File: src/rtl/txn_channel_arbiter.sv
// Multi-channel transaction arbiter: per-channel FIFOs, round-robin grant and a
// registered output stage. pending counts transactions in the FIFOs plus the output register.
module txn_channel_arbiter #(
   parameter int  NUM_CH     = 4,
   parameter int  DATA_WIDTH = 32,
   parameter int  FIFO_DEPTH = 4,
   localparam int ID_W       = (NUM_CH > 1) ? $clog2(NUM_CH) : 1,
   localparam int CNT_W      = $clog2(NUM_CH * FIFO_DEPTH + 2)
) (
   input  logic                         clk,
   input  logic                         rst,
   input  logic [NUM_CH-1:0]            s_valid,
   output logic [NUM_CH-1:0]            s_ready,
   input  logic [NUM_CH*DATA_WIDTH-1:0] s_data,
   input  logic [NUM_CH-1:0]            ch_enable,
   output logic                         m_valid,
   input  logic                         m_ready,
   output logic [DATA_WIDTH-1:0]        m_data,
   output logic [ID_W-1:0]              m_chan_id,
   output logic [CNT_W-1:0]             pending,
   output logic                         idle
);
   localparam int AW = (FIFO_DEPTH > 1) ? $clog2(FIFO_DEPTH) : 1;
   localparam int PW = AW + 1;

   logic [DATA_WIDTH-1:0] mem_q    [NUM_CH][FIFO_DEPTH];
   logic [DATA_WIDTH-1:0] mem_d    [NUM_CH][FIFO_DEPTH];
   logic [PW-1:0]         wr_ptr_q [NUM_CH];
   logic [PW-1:0]         wr_ptr_d [NUM_CH];
   logic [PW-1:0]         rd_ptr_q [NUM_CH];
   logic [PW-1:0]         rd_ptr_d [NUM_CH];

   logic [NUM_CH-1:0]     empty;
   logic [NUM_CH-1:0]     full;
   logic [NUM_CH-1:0]     push;
   logic [NUM_CH-1:0]     pop;
   logic [NUM_CH-1:0]     eligible;

   logic [ID_W-1:0]       rr_ptr_q, rr_ptr_d;
   logic [ID_W-1:0]       grant_idx;
   logic [ID_W:0]         scan_idx;
   logic                  grant_found;
   logic                  load;
   logic                  out_hs;

   logic                  m_valid_q, m_valid_d;
   logic [DATA_WIDTH-1:0] m_data_q, m_data_d;
   logic [ID_W-1:0]       m_chan_id_q, m_chan_id_d;
   logic [CNT_W-1:0]      pending_q, pending_d;
   logic [CNT_W-1:0]      push_cnt;

   // The extra pointer bit separates full (MSBs differ) from empty (pointers equal).
   always_comb begin : fifo_status
      for (int i = 0; i < NUM_CH; i++) begin
         empty[i] = (wr_ptr_q[i] == rd_ptr_q[i]);
         full[i]  = (wr_ptr_q[i][AW] != rd_ptr_q[i][AW]) &&
                    (wr_ptr_q[i][AW-1:0] == rd_ptr_q[i][AW-1:0]);
      end
   end

   // Valid/ready: a transfer happens on a rising edge where valid and ready are both high;
   // a producer holds valid and data stable until accepted.
   assign s_ready  = rst ? '0 : ~full;
   assign push     = s_valid & s_ready;
   assign eligible = ~empty & ch_enable;

   always_comb begin : rr_scan
      grant_found = 1'b0;
      grant_idx   = '0;
      scan_idx    = '0;
      for (int k = 0; k < NUM_CH; k++) begin
         scan_idx = {1'b0, rr_ptr_q} + (ID_W+1)'(k);
         if (scan_idx >= (ID_W+1)'(NUM_CH)) begin
            scan_idx = scan_idx - (ID_W+1)'(NUM_CH);
         end
         if (!grant_found && eligible[scan_idx[ID_W-1:0]]) begin
            grant_found = 1'b1;
            grant_idx   = scan_idx[ID_W-1:0];
         end
      end
   end

   assign load   = grant_found && (!m_valid_q || m_ready);
   assign out_hs = m_valid_q && m_ready;

   always_comb begin : next_state
      mem_d       = mem_q;
      wr_ptr_d    = wr_ptr_q;
      rd_ptr_d    = rd_ptr_q;
      pop         = '0;
      push_cnt    = '0;
      rr_ptr_d    = rr_ptr_q;
      m_valid_d   = m_valid_q;
      m_data_d    = m_data_q;
      m_chan_id_d = m_chan_id_q;
      for (int i = 0; i < NUM_CH; i++) begin
         pop[i] = load && (grant_idx == ID_W'(i));
         if (push[i]) begin
            mem_d[i][wr_ptr_q[i][AW-1:0]] = s_data[i*DATA_WIDTH +: DATA_WIDTH];
            wr_ptr_d[i] = wr_ptr_q[i] + 1'b1;
            push_cnt    = push_cnt + 1'b1;
         end
         if (pop[i]) begin
            rd_ptr_d[i] = rd_ptr_q[i] + 1'b1;
         end
      end
      if (load) begin
         m_valid_d   = 1'b1;
         m_data_d    = mem_q[grant_idx][rd_ptr_q[grant_idx][AW-1:0]];
         m_chan_id_d = grant_idx;
         rr_ptr_d    = (grant_idx == ID_W'(NUM_CH - 1)) ? '0 : grant_idx + 1'b1;
      end else if (m_ready) begin
         m_valid_d = 1'b0;
      end
      // A load only moves a transaction from a FIFO into the output register.
      pending_d = pending_q + push_cnt - CNT_W'(out_hs);
   end

   always_ff @(posedge clk) begin
      if (rst) begin
         for (int i = 0; i < NUM_CH; i++) begin
            wr_ptr_q[i] <= '0;
            rd_ptr_q[i] <= '0;
         end
         rr_ptr_q    <= '0;
         m_valid_q   <= 1'b0;
         m_data_q    <= '0;
         m_chan_id_q <= '0;
         pending_q   <= '0;
      end else begin
         wr_ptr_q    <= wr_ptr_d;
         rd_ptr_q    <= rd_ptr_d;
         rr_ptr_q    <= rr_ptr_d;
         m_valid_q   <= m_valid_d;
         m_data_q    <= m_data_d;
         m_chan_id_q <= m_chan_id_d;
         pending_q   <= pending_d;
      end
   end

   always_ff @(posedge clk) begin
      mem_q <= mem_d;
   end

   assign m_valid   = m_valid_q;
   assign m_data    = m_data_q;
   assign m_chan_id = m_chan_id_q;
   assign pending   = pending_q;
   assign idle      = (pending_q == '0);

endmodule
File: config.mk
export PLATFORM = sky130hd
export DESIGN_NAME = txn_channel_arbiter
export DESIGN_NICKNAME = d
export VERILOG_FILES = /design/src/rtl/txn_channel_arbiter.sv
export SDC_FILE = /design/constraint.sdc
export NUM_CORES = 1
export LEC_CHECK = 0
export CAP_MARGIN = 20
export CORE_MARGIN = 2
export CORE_UTILIZATION = 59
export DETAILED_ROUTE_END_ITERATION = 16
export HOLD_SLACK_MARGIN = 0.06
export PLACE_DENSITY = 0.8
export SLEW_MARGIN = 20
export SYNTH_ARGS = -nofsm -noshare
export SYNTH_HDL_FRONTEND = slang
export SYNTH_SLANG_ARGS = --single-unit
File: constraint.sdc
create_clock -name clk -period 11.4 [get_ports clk]
set_clock_uncertainty 0.15 [all_clocks]
set_input_delay 2.28 -clock clk [delete_from_list [all_inputs] [get_ports clk]]
set_output_delay 2.28 -clock clk [all_outputs]
set_load 0.1 [all_outputs]
==> results_dict.tcl, run 1 <==
set metrics [dict create \
    fmax_ghz 0.136 \
    max-vdd-ir-drop_uv 137 \
    grt.met3_usage_pct 5.80 \
    cts_setup_buffers 0 \
    clkPwrFrac_pct 28.5 \
    setup_tns_ns 0 \
    finalNetCount 1999 \
    synth-seq-cells 578 \
    cts_sinks 578 \
    p_sw_uw 2350 \
    initial_core_util_pct 60.0 \
    yosysWarnings 0 \
    netlist_area_sq_mm 0.0239 \
    p_int_uw 4120 \
    status "finished clean" \
    hold_violations 0 \
    p_leak_uw 0.00961 \
    hold_buffers 0 \
    reg2reg_from "wr_ptr_q[9]" \
    layout_setup_ws_ns 4.07 \
    die_w_microns 205 \
    worst_ep_required_time_ns 8.97 \
    cp.arrival_ns 4.90 \
    grtUsageMet2_pct 51.0 \
    synth.top_cell.area_share_pct 64.4 \
    fin_crit_ns 7.33 \
    slew_violations 0 \
    die_h_microns 205 \
    final.period_utilization_pct 64.3 \
    grt.busiest_layer "met2" \
    drv_cap 0 \
    clockRootBuffer "clkbuf_16" \
    relSlewSlack_pct 23.8 \
    path_class "input port to output port" \
    critPathLaunch "rst" \
    dieArea_sq_mm 0.0421 \
    drcViolationCount 0 \
    grt_pass1_vias 15948 \
    grt_usage_pct 31.1 \
    avgRoutedWirePerCell_microns 27.2 \
    async_flop_share_pct 0 \
    ioPinCount 184 \
    worstSkewPairLatency_ns 0.61 \
    routed_wl_microns 65300 \
    rows 73 \
    powerDensity_mw_per_mm2 232 \
    worst_pin_slew_ns 1.14 \
    cts_max_path_buffers 3 \
    swShare_pct 36.2 \
    coreArea_sq_mm 0.0398 \
    drtPass1Iterations 5 \
    cp-start-kind "input port" \
    grt_overflow 0 \
    synth_nets 1865 \
    hold_ws_ns 0.328 \
    synth_area_leader_cell "edfxtp_1" \
    cts.clk_slew.worst_paths_ns 0.06 \
    cts_tree "done" \
    gp_congestion 0.837 \
    vias_per_cell 6.65 \
    fin_total_pwr_uw 6470 \
    grt_max_degree 118 \
    hpwl_microns 33800 \
    finalSetupViolCount 0 \
    avgSynthCellArea_sq_um 14.1 \
    synth_area_leaders "edfxtp_1 (64%), dfxtp_1 (5.5%), mux2i_1 (3.1%), a211oi_1 (3.0%), a21oi_1 (2.9%)" \
    layout_commonest_cell "edfxtp_1" \
    antenna_found_initial 4 \
    ys.flop_type "edfxtp_1" \
    cts_max_level 2 \
    area_delta_synth_final_pct 16.9 \
    cts_buffers 56 \
    power_frac_seq_pct 38.3 \
    grtUsageMet1_pct 41.4 \
    vias 15953 \
    synth_cell_types 54 \
    worstSetupEndpointType "output port" \
    pre_cts_ws_ns 4.04 \
    combPwrFrac_pct 33.2 \
    synth_edf_count 512 \
    io_buffers 183 \
    hold_start "m_data[17]" \
    drt_iter0_drc 2125 \
    hp-class "flip-flop to flip-flop" \
    layout-drive-gt1-share_pct 8.50 \
    drtAntennaViolNets 0 \
    syn_inst 1690 \
    ys_seq_area_share_pct 69.9 \
    cts_resized 0 \
    grt_pass1_wl_microns 96200 \
    cp_max_fo 23 \
    final_cell_mix "edfxtp_1 (512), clkdlybuf4s50_1 (183), nand2_1 (169), a21oi_1 (137), a211oi_1 (96)" \
    rsz0062_at_grt "no" \
]
## power groups by stage
stage	logic (uW)	registers, uW	clock network, uW
final	2150	2480	1850
after detailed placement	2090	2520	0
after floorplan	1280	2770	0
after global placement	2040	2510	0
after CTS	2110	2470	1850
after global routing	2270	2480	1930
## final timing paths
path                            slack (ns)  cells after the start          to
worst max register to register        5.74                     11  m_data[27]
worst min register to register        0.33                      2  m_data[17]
worst min-delay path                  0.33                      2  m_data[17]
worst max-delay path                  4.07                      3  s_ready[1]
## critical path: stages
cell and delay (ns):
clkdlybuf4s50_1 0.83, a21oi_1 0.56, clkdlybuf4s50_1 1.22
## synth_stat cells, types with 2 or more instances
| cell type | number |
|---|---|
| a211oi_1 | 96 |
| a21o_1 | 4 |
| a21oi_1 | 137 |
| a221oi_1 | 32 |
| a22oi_1 | 64 |
| and2_1 | 5 |
| and3_1 | 18 |
| and4_1 | 32 |
| buf_1 | 16 |
| buf_2 | 51 |
| buf_4 | 6 |
| buf_6 | 2 |
| buf_8 | 3 |
| clkbuf_1 | 61 |
| dfxtp_1 | 66 |
| edfxtp_1 | 512 |
| ha_1 | 35 |
| inv_1 | 24 |
| inv_2 | 2 |
| mux2i_1 | 73 |
| nand2_1 | 169 |
| nand2b_1 | 2 |
| nand3_1 | 8 |
| nand3b_1 | 2 |
| nand4_1 | 3 |
| nor2_1 | 36 |
| nor2b_1 | 3 |
| nor4_1 | 33 |
| o211ai_1 | 32 |
| o21ai_0 | 7 |
| o21ai_1 | 26 |
| o311ai_1 | 2 |
| o31a_1 | 67 |
| o31ai_1 | 8 |
| xnor2_1 | 13 |
| xor2_1 | 22 |
## metal layers
layer	part of all wire, %	up-vias
met3	12	181
met5	0.018	-
met4	3.4	2
met1	37	7753
met2	48	1135
li1	-	6882
## registers in the layout, indices dropped and copies added (netlist names)
register,count
rr_ptr_q,2
m_valid,1
m_data,32
mem_q,512
m_chan_id,2
rd_ptr_q,12
pending,5
wr_ptr_q,12
## logic make-up after synthesis
| logic type | after synthesis | share of synthesized area (%) |
|---|---|---|
| and+or+nand+nor | 317 | 6.57 |
| adders and majority gates | 36 | 1.92 |
| AOI/OAI and AO/OA | 485 | 14.1 |
| DFF | 578 | 69.9 |
| muxes | 73 | 3.06 |
| xor gates and xnor gates | 35 | 1.28 |
| other | 1 | 0.0157 |
| buffers and inverters | 165 | 3.16 |
## metrics by stage
stage / util (%) / cells / cell area, sq um
global route: 70.1 / 2399 / 27900
floorplan: - / 1690 / 23900
global placement: 65.4 / 2291 / 26100
CTS: 70.1 / 2396 / 27900
detailed placement: 65.4 / 2291 / 26100
finish: 70.1 / 2400 / 27900
## layout make-up
class / instances / area [sq um]
Multi-Input combinational cell: 947 / 6530
Clock inverter: 36 / 332
Inverter: 26 / 105
Sequential cell: 578 / 16700
Tap cell: 525 / 657
Timing Repair Buffer: 215 / 2070
Antenna cell: 4 / 10.0
Clock buffer: 69 / 1520
Fill cell: 2566 / 11900
Power figures use the tool's default switching activity.
==> run 2: changes to the inputs <==
--- a/config.mk
+++ b/config.mk
@@ -7,10 +7,10 @@
 export LEC_CHECK = 0
 export CAP_MARGIN = 20
 export CORE_MARGIN = 2
-export CORE_UTILIZATION = 59
+export CORE_UTILIZATION = 53
 export DETAILED_ROUTE_END_ITERATION = 16
 export HOLD_SLACK_MARGIN = 0.06
-export PLACE_DENSITY = 0.8
+export PLACE_DENSITY = 0.76
 export SLEW_MARGIN = 20
 export SYNTH_ARGS = -nofsm -noshare
 export SYNTH_HDL_FRONTEND = slang
==> constraint.sdc (replaced) <==
create_clock -name clk -period 6.13 [get_ports clk]
set_clock_uncertainty 0.15 [all_clocks]
set_input_delay 1.226 -clock clk [delete_from_list [all_inputs] [get_ports clk]]
set_output_delay 1.226 -clock clk [all_outputs]
set_load 0.1 [all_outputs]
==> run 2 against run 1 <==
Compared with the run above: design area increased by 0.74%; sequential share of layout area shrank 0.44 points; worst setup slack got worse by 2.6 ns; utilization fell by 6.6 points; register-to-register slack got worse by 4.0 ns; global-route usage fell by 2.4 points; clock-buffer cell count decreased by 2; via count increased by 1.0%; combinational power increased by 90%; critical path type is now input port to flip-flop; largest power group unchanged.
==> results_dict.tcl, run 2 (synthesis gave the netlist of run 1 again) <==
set metrics [dict create \
    hpwl_microns 38500 \
    layout_setup_ws_ns 1.48 \
    regMostFlops "mem_q" \
    final.period_utilization_pct 75.8 \
    fin_crit_ns 4.65 \
    coreArea_sq_mm 0.0443 \
    max-vdd-ir-drop_uv 497 \
    hold_violations 0 \
    reg2reg_from "rd_ptr_q[7]" \
    clockRootBuffer "clkbuf_16" \
    rsz0062_at_grt "no" \
    setup_tns_ns 0 \
    initial_core_util_pct 53.9 \
    hold_buffers 0 \
    swShare_pct 35.8 \
    grt_usage_pct 28.6 \
    drcViolationCount 0 \
    cts_sinks 578 \
    layout_commonest_cell "edfxtp_1" \
    area_delta_synth_final_pct 17.7 \
    cts_max_path_buffers 3 \
    p_sw_uw 4380 \
    slew_violations 0 \
    drt_iter0_drc 2053 \
    layout-drive-gt1-share_pct 8.07 \
    p_leak_uw 0.00965 \
    reg2reg_depth 9 \
    cp-start-kind "input port" \
    cts_tree "done" \
    cts_resized 0 \
    combPwrFrac_pct 33.3 \
    vias 16113 \
    grt.met3_usage_pct 7.09 \
    finalNetCount 2001 \
    regToRegEndpoint "m_data[6]" \
    drtPass1Iterations 6 \
    grtUsageMet1_pct 37.8 \
    power_frac_seq_pct 37.7 \
    hold_ws_ns 0.336 \
    cts_max_level 2 \
    rows 77 \
    worst_ep_required_time_ns 6.50 \
    powerDensity_mw_per_mm2 436 \
    fmax_ghz 0.215 \
    grt_pass1_wl_microns 99500 \
    drtAntennaViolNets 0 \
    avgRoutedWirePerCell_microns 27.4 \
    cts.clk_slew.worst_paths_ns 0.06 \
    worstSkewPairLatency_ns 0.62 \
    worst_pin_slew_ns 1.17 \
    grt_overflow 0 \
    grt_max_degree 195 \
    routed_wl_microns 67400 \
    fin_total_pwr_uw 12200 \
    grt_pass1_vias 16087 \
    dieArea_sq_mm 0.0468 \
    grt.busiest_layer "met2" \
    finalSetupViolCount 0 \
    cts_buffers 55 \
    hold_depth 2 \
    cts_setup_buffers 0 \
    grtUsageMet2_pct 45.9 \
    largest_reg_flops 512 \
    cp_max_fo 60 \
    fillers 3167 \
    pre_cts_ws_ns 1.10 \
    cp.arrival_ns 5.02 \
    status "finished clean" \
    gp_congestion 0.802 \
    path_class "input port to flip-flop" \
    vias_per_cell 6.54 \
    relSlewSlack_pct 21.6 \
    ioPinCount 184 \
    clkPwrFrac_pct 29.0 \
    final_cell_mix "edfxtp_1 (512), clkdlybuf4s50_1 (179), nand2_1 (169), a21oi_1 (137), a211oi_1 (96)" \
    hp-class "flip-flop to flip-flop" \
    drv_cap 0 \
    reg2reg_slack_ns 1.78 \
    worstSetupEndpointType "flip-flop" \
    p_int_uw 7870 \
    die_h_microns 216 \
    hold_start "m_data[24]" \
    io_buffers 183 \
    die_w_microns 216 \
    antenna_found_initial 2 \
    whs_endpoint "m_data[24]" \
]
[run 2: worst max path at each step]
| stage | startpoint | to | slack, ns | depth (start not counted) |
|---|---|---|---|---|
| floorplan | rst | pending[4] | 0.30 | 16 |
| global placement | ch_enable[2] | m_data[5] | 1.19 | 9 |
| detailed placement | ch_enable[2] | m_data[24] | 1.10 | 9 |
| CTS | ch_enable[2] | m_data[6] | 1.67 | 9 |
| global route | ch_enable[2] | m_data[6] | 1.43 | 9 |
| finish | ch_enable[2] | m_data[6] | 1.48 | 9 |
[run 2: area by class of cell]
| class | instances | area [sq um] | area share [%] |
|---|---|---|---|
| Antenna cell | 1 | 2.50 | 0.00890 |
| Clock buffer | 67 | 1450 | 5.16 |
| Clock inverter | 35 | 432 | 1.53 |
| Inverter | 26 | 108 | 0.383 |
| Multi-Input combinational cell | 947 | 6550 | 23.3 |
| Sequential cell | 578 | 16700 | 59.4 |
| Tap cell | 592 | 741 | 2.63 |
| Timing Repair Buffer | 218 | 2150 | 7.63 |
[run 2: through the flow]
stage / cell area [sq um] / utilization, % / cells
after global placement: 26200 / 59.1 / 2360
after detailed placement: 26200 / 59.1 / 2360
final: 28100 / 63.5 / 2464
after floorplan: 23900 / - / 1690
after CTS: 28100 / 63.4 / 2462
after global routing: 28100 / 63.4 / 2463
[run 2: per-layer routing]
layer	wire, microns	vias up
met1	25300	7979
met4	2400	2
met2	32200	1068
li1	-	6879
met5	9	-
met3	7420	185
[run 2: power groups by stage]
stage                     clock, uW  combinational, uW  sequential [uW]
after floorplan                   0               2380             5150
after global placement            0               3890             4690
after detailed placement          0               3980             4700
after CTS                      3570               4010             4620
after global routing           3730               4320             4630
final                          3550               4080             4620
[run 2: critical path: stages]
cell and delay (ns):
clkdlybuf4s50_1 0.51, o31a_1 0.21, o221ai_1 0.15, a21o_4 0.42, inv_6 0.46, nand3_2 1.03
a221oi_1 0.60, o21ai_0 0.18, o211ai_1 0.14
==> run 3: changes to the inputs <==
--- a/config.mk
+++ b/config.mk
@@ -7,10 +7,10 @@
 export LEC_CHECK = 0
 export CAP_MARGIN = 20
 export CORE_MARGIN = 2
-export CORE_UTILIZATION = 53
+export CORE_UTILIZATION = 58
 export DETAILED_ROUTE_END_ITERATION = 16
 export HOLD_SLACK_MARGIN = 0.06
-export PLACE_DENSITY = 0.76
+export PLACE_DENSITY = 0.79
 export SLEW_MARGIN = 20
 export SYNTH_ARGS = -nofsm -noshare
 export SYNTH_HDL_FRONTEND = slang
==> constraint.sdc (replaced) <==
create_clock -name clk -period 4.7 [get_ports clk]
set_clock_uncertainty 0.15 [all_clocks]
set_input_delay 0.94 -clock clk [delete_from_list [all_inputs] [get_ports clk]]
set_output_delay 0.94 -clock clk [all_outputs]
set_load 0.1 [all_outputs]
==> run 3 against run 2 <==
Compared with the run above: sequential share of layout area shrank 0.60 points; largest cell class unchanged; via count grew 0.71%; design area grew 1.0%; highest routed layer unchanged; worst setup slack lost 0.65 ns.
==> results_dict.tcl, run 3 (synthesis gave the netlist of run 1 again) <==
set metrics [dict create \
    fin_total_pwr_uw 16000 \
    drtPass1Iterations 6 \
    max-vdd-ir-drop_uv 381 \
    critPathLaunch "rd_ptr_q[10]" \
    die_w_microns 207 \
    setup_tns_ns 0 \
    layout_commonest_cell "edfxtp_1" \
    path_class "flip-flop to flip-flop" \
    fin_crit_ns 3.87 \
    cts.clk_slew.worst_paths_ns 0.07 \
    regToRegEndpoint "pending[4]" \
    routed_wl_microns 67000 \
    cp.arrival_ns 4.21 \
    grt_max_degree 109 \
    status "finished clean" \
    grt_usage_pct 31.4 \
    avgRoutedWirePerCell_microns 27.5 \
    cp_max_fo 5 \
    cts_resized 0 \
    regMostFlops "mem_q" \
    cp-endpoint "pending[4]" \
    io_buffers 183 \
    relSlewSlack_pct 23.6 \
    gp_congestion 0.855 \
    worst_ep_required_time_ns 5.04 \
    cts_sinks 578 \
    clockRootBuffer "clkbuf_16" \
    antenna_cells 0 \
    reg2reg_slack_ns 0.83 \
    powerDensity_mw_per_mm2 564 \
    area_delta_synth_final_pct 18.9 \
    hold_buffers 0 \
    rsz0062_at_grt "no" \
    worst_pin_slew_ns 1.15 \
    fmax_ghz 0.259 \
    cts_buffers 55 \
    hold_violations 0 \
    finalSetupViolCount 0 \
    vias 16228 \
    antenna_found_initial 4 \
    reg2reg_depth 16 \
    cts_max_path_buffers 3 \
    hpwl_microns 40100 \
    reg2reg_from "rd_ptr_q[10]" \
    cts_tree "done" \
    ioPinCount 184 \
    die_h_microns 207 \
    worstSkewPairLatency_ns 0.62 \
    grt_pass1_vias 16218 \
    initial_core_util_pct 58.6 \
    drcViolationCount 0 \
    p_leak_uw 0.00987 \
    cts_max_level 2 \
    final_cell_mix "edfxtp_1 (512), clkdlybuf4s50_1 (179), nand2_1 (169), a21oi_1 (133), a211oi_1 (96)" \
    slew_violations 0 \
    final.period_utilization_pct 82.2 \
    grt_pass1_wl_microns 98300 \
    drt_iter0_drc 1751 \
    layout-drive-gt1-share_pct 10.2 \
    rows 74 \
    vias_per_cell 6.67 \
    cp-start-kind "flip-flop" \
    worstSetupEndpointType "flip-flop" \
    drv_cap 0 \
    grt_overflow 0 \
    largest_reg_flops 512 \
    drtAntennaViolNets 0 \
    hp-class "flip-flop to flip-flop" \
    coreArea_sq_mm 0.0407 \
    dieArea_sq_mm 0.0428 \
    cts_setup_buffers 0 \
    finalNetCount 2030 \
]
## run 3: routing by layer
layer  global-route usage [%]  vias up  share of wire [%]
met1                     40.0     7972                 36
met3                     8.01      205                 11
met5                        0        -              0.085
met4                     13.0        8                3.9
li1                         -     6936                  -
met2                     51.7     1107                 48
## run 3: worst max-delay path, stage by stage (launching register included)
cell     delay, ns
dfxtp_1       0.45
xor2_1        0.37
nor2_1        0.12
a21oi_2       0.16
and2_1        0.25
inv_1         0.07
ha_1          0.32
xor2_1        0.26
ha_1          0.29
mux2i_1       0.15
ha_1          0.28
fa_1          0.46
inv_1         0.07
a21o_1        0.10
a21oi_1       0.07
xnor2_1       0.15
nor2_1        0.05
## run 3: worst min path at each step
stage / startpoint / to / slack [ns] / cells past startpoint
after CTS: m_data[17] / m_data[17] / 0.35 / 2
after global placement: m_data[29] / m_data[29] / 0.32 / 2
after detailed placement: m_data[17] / m_data[17] / 0.33 / 2
after floorplan: rd_ptr_q[11] / rd_ptr_q[11] / 0.35 / 2
after global routing: m_data[17] / m_data[17] / 0.36 / 2
final: m_data[17] / m_data[17] / 0.35 / 2
## run 3: metrics by stage
stage | instances | utilization (%) | hold slack [ns] | area [sq um] | setup WS, ns
after floorplan | 1690 | - | 0.348 | 23900 | 0.0661
after global placement | 2330 | 65.0 | 0.324 | 26500 | 0.322
after detailed placement | 2330 | 65.0 | 0.333 | 26500 | 0.241
after CTS | 2433 | 69.7 | 0.347 | 28400 | 0.817
after global routing | 2433 | 69.7 | 0.360 | 28400 | 0.463
final | 2433 | 69.7 | 0.346 | 28400 | 0.835
## run 3: power by group
group / internal, uW / switching [uW]
Clock: 2700 / 1910
Sequential: 5850 / 160
Combinational: 1730 / 3670
## run 3: area by class of cell
type / instances / area, sq um
inverters: 26 / 108
multi-input cells: 947 / 6550
flip-flops and latches: 578 / 16700
well taps: 532 / 666
fillers: 2702 / 12300
clock inverters: 20 / 269
repair buffers: 247 / 2480
clock buffers: 83 / 1640
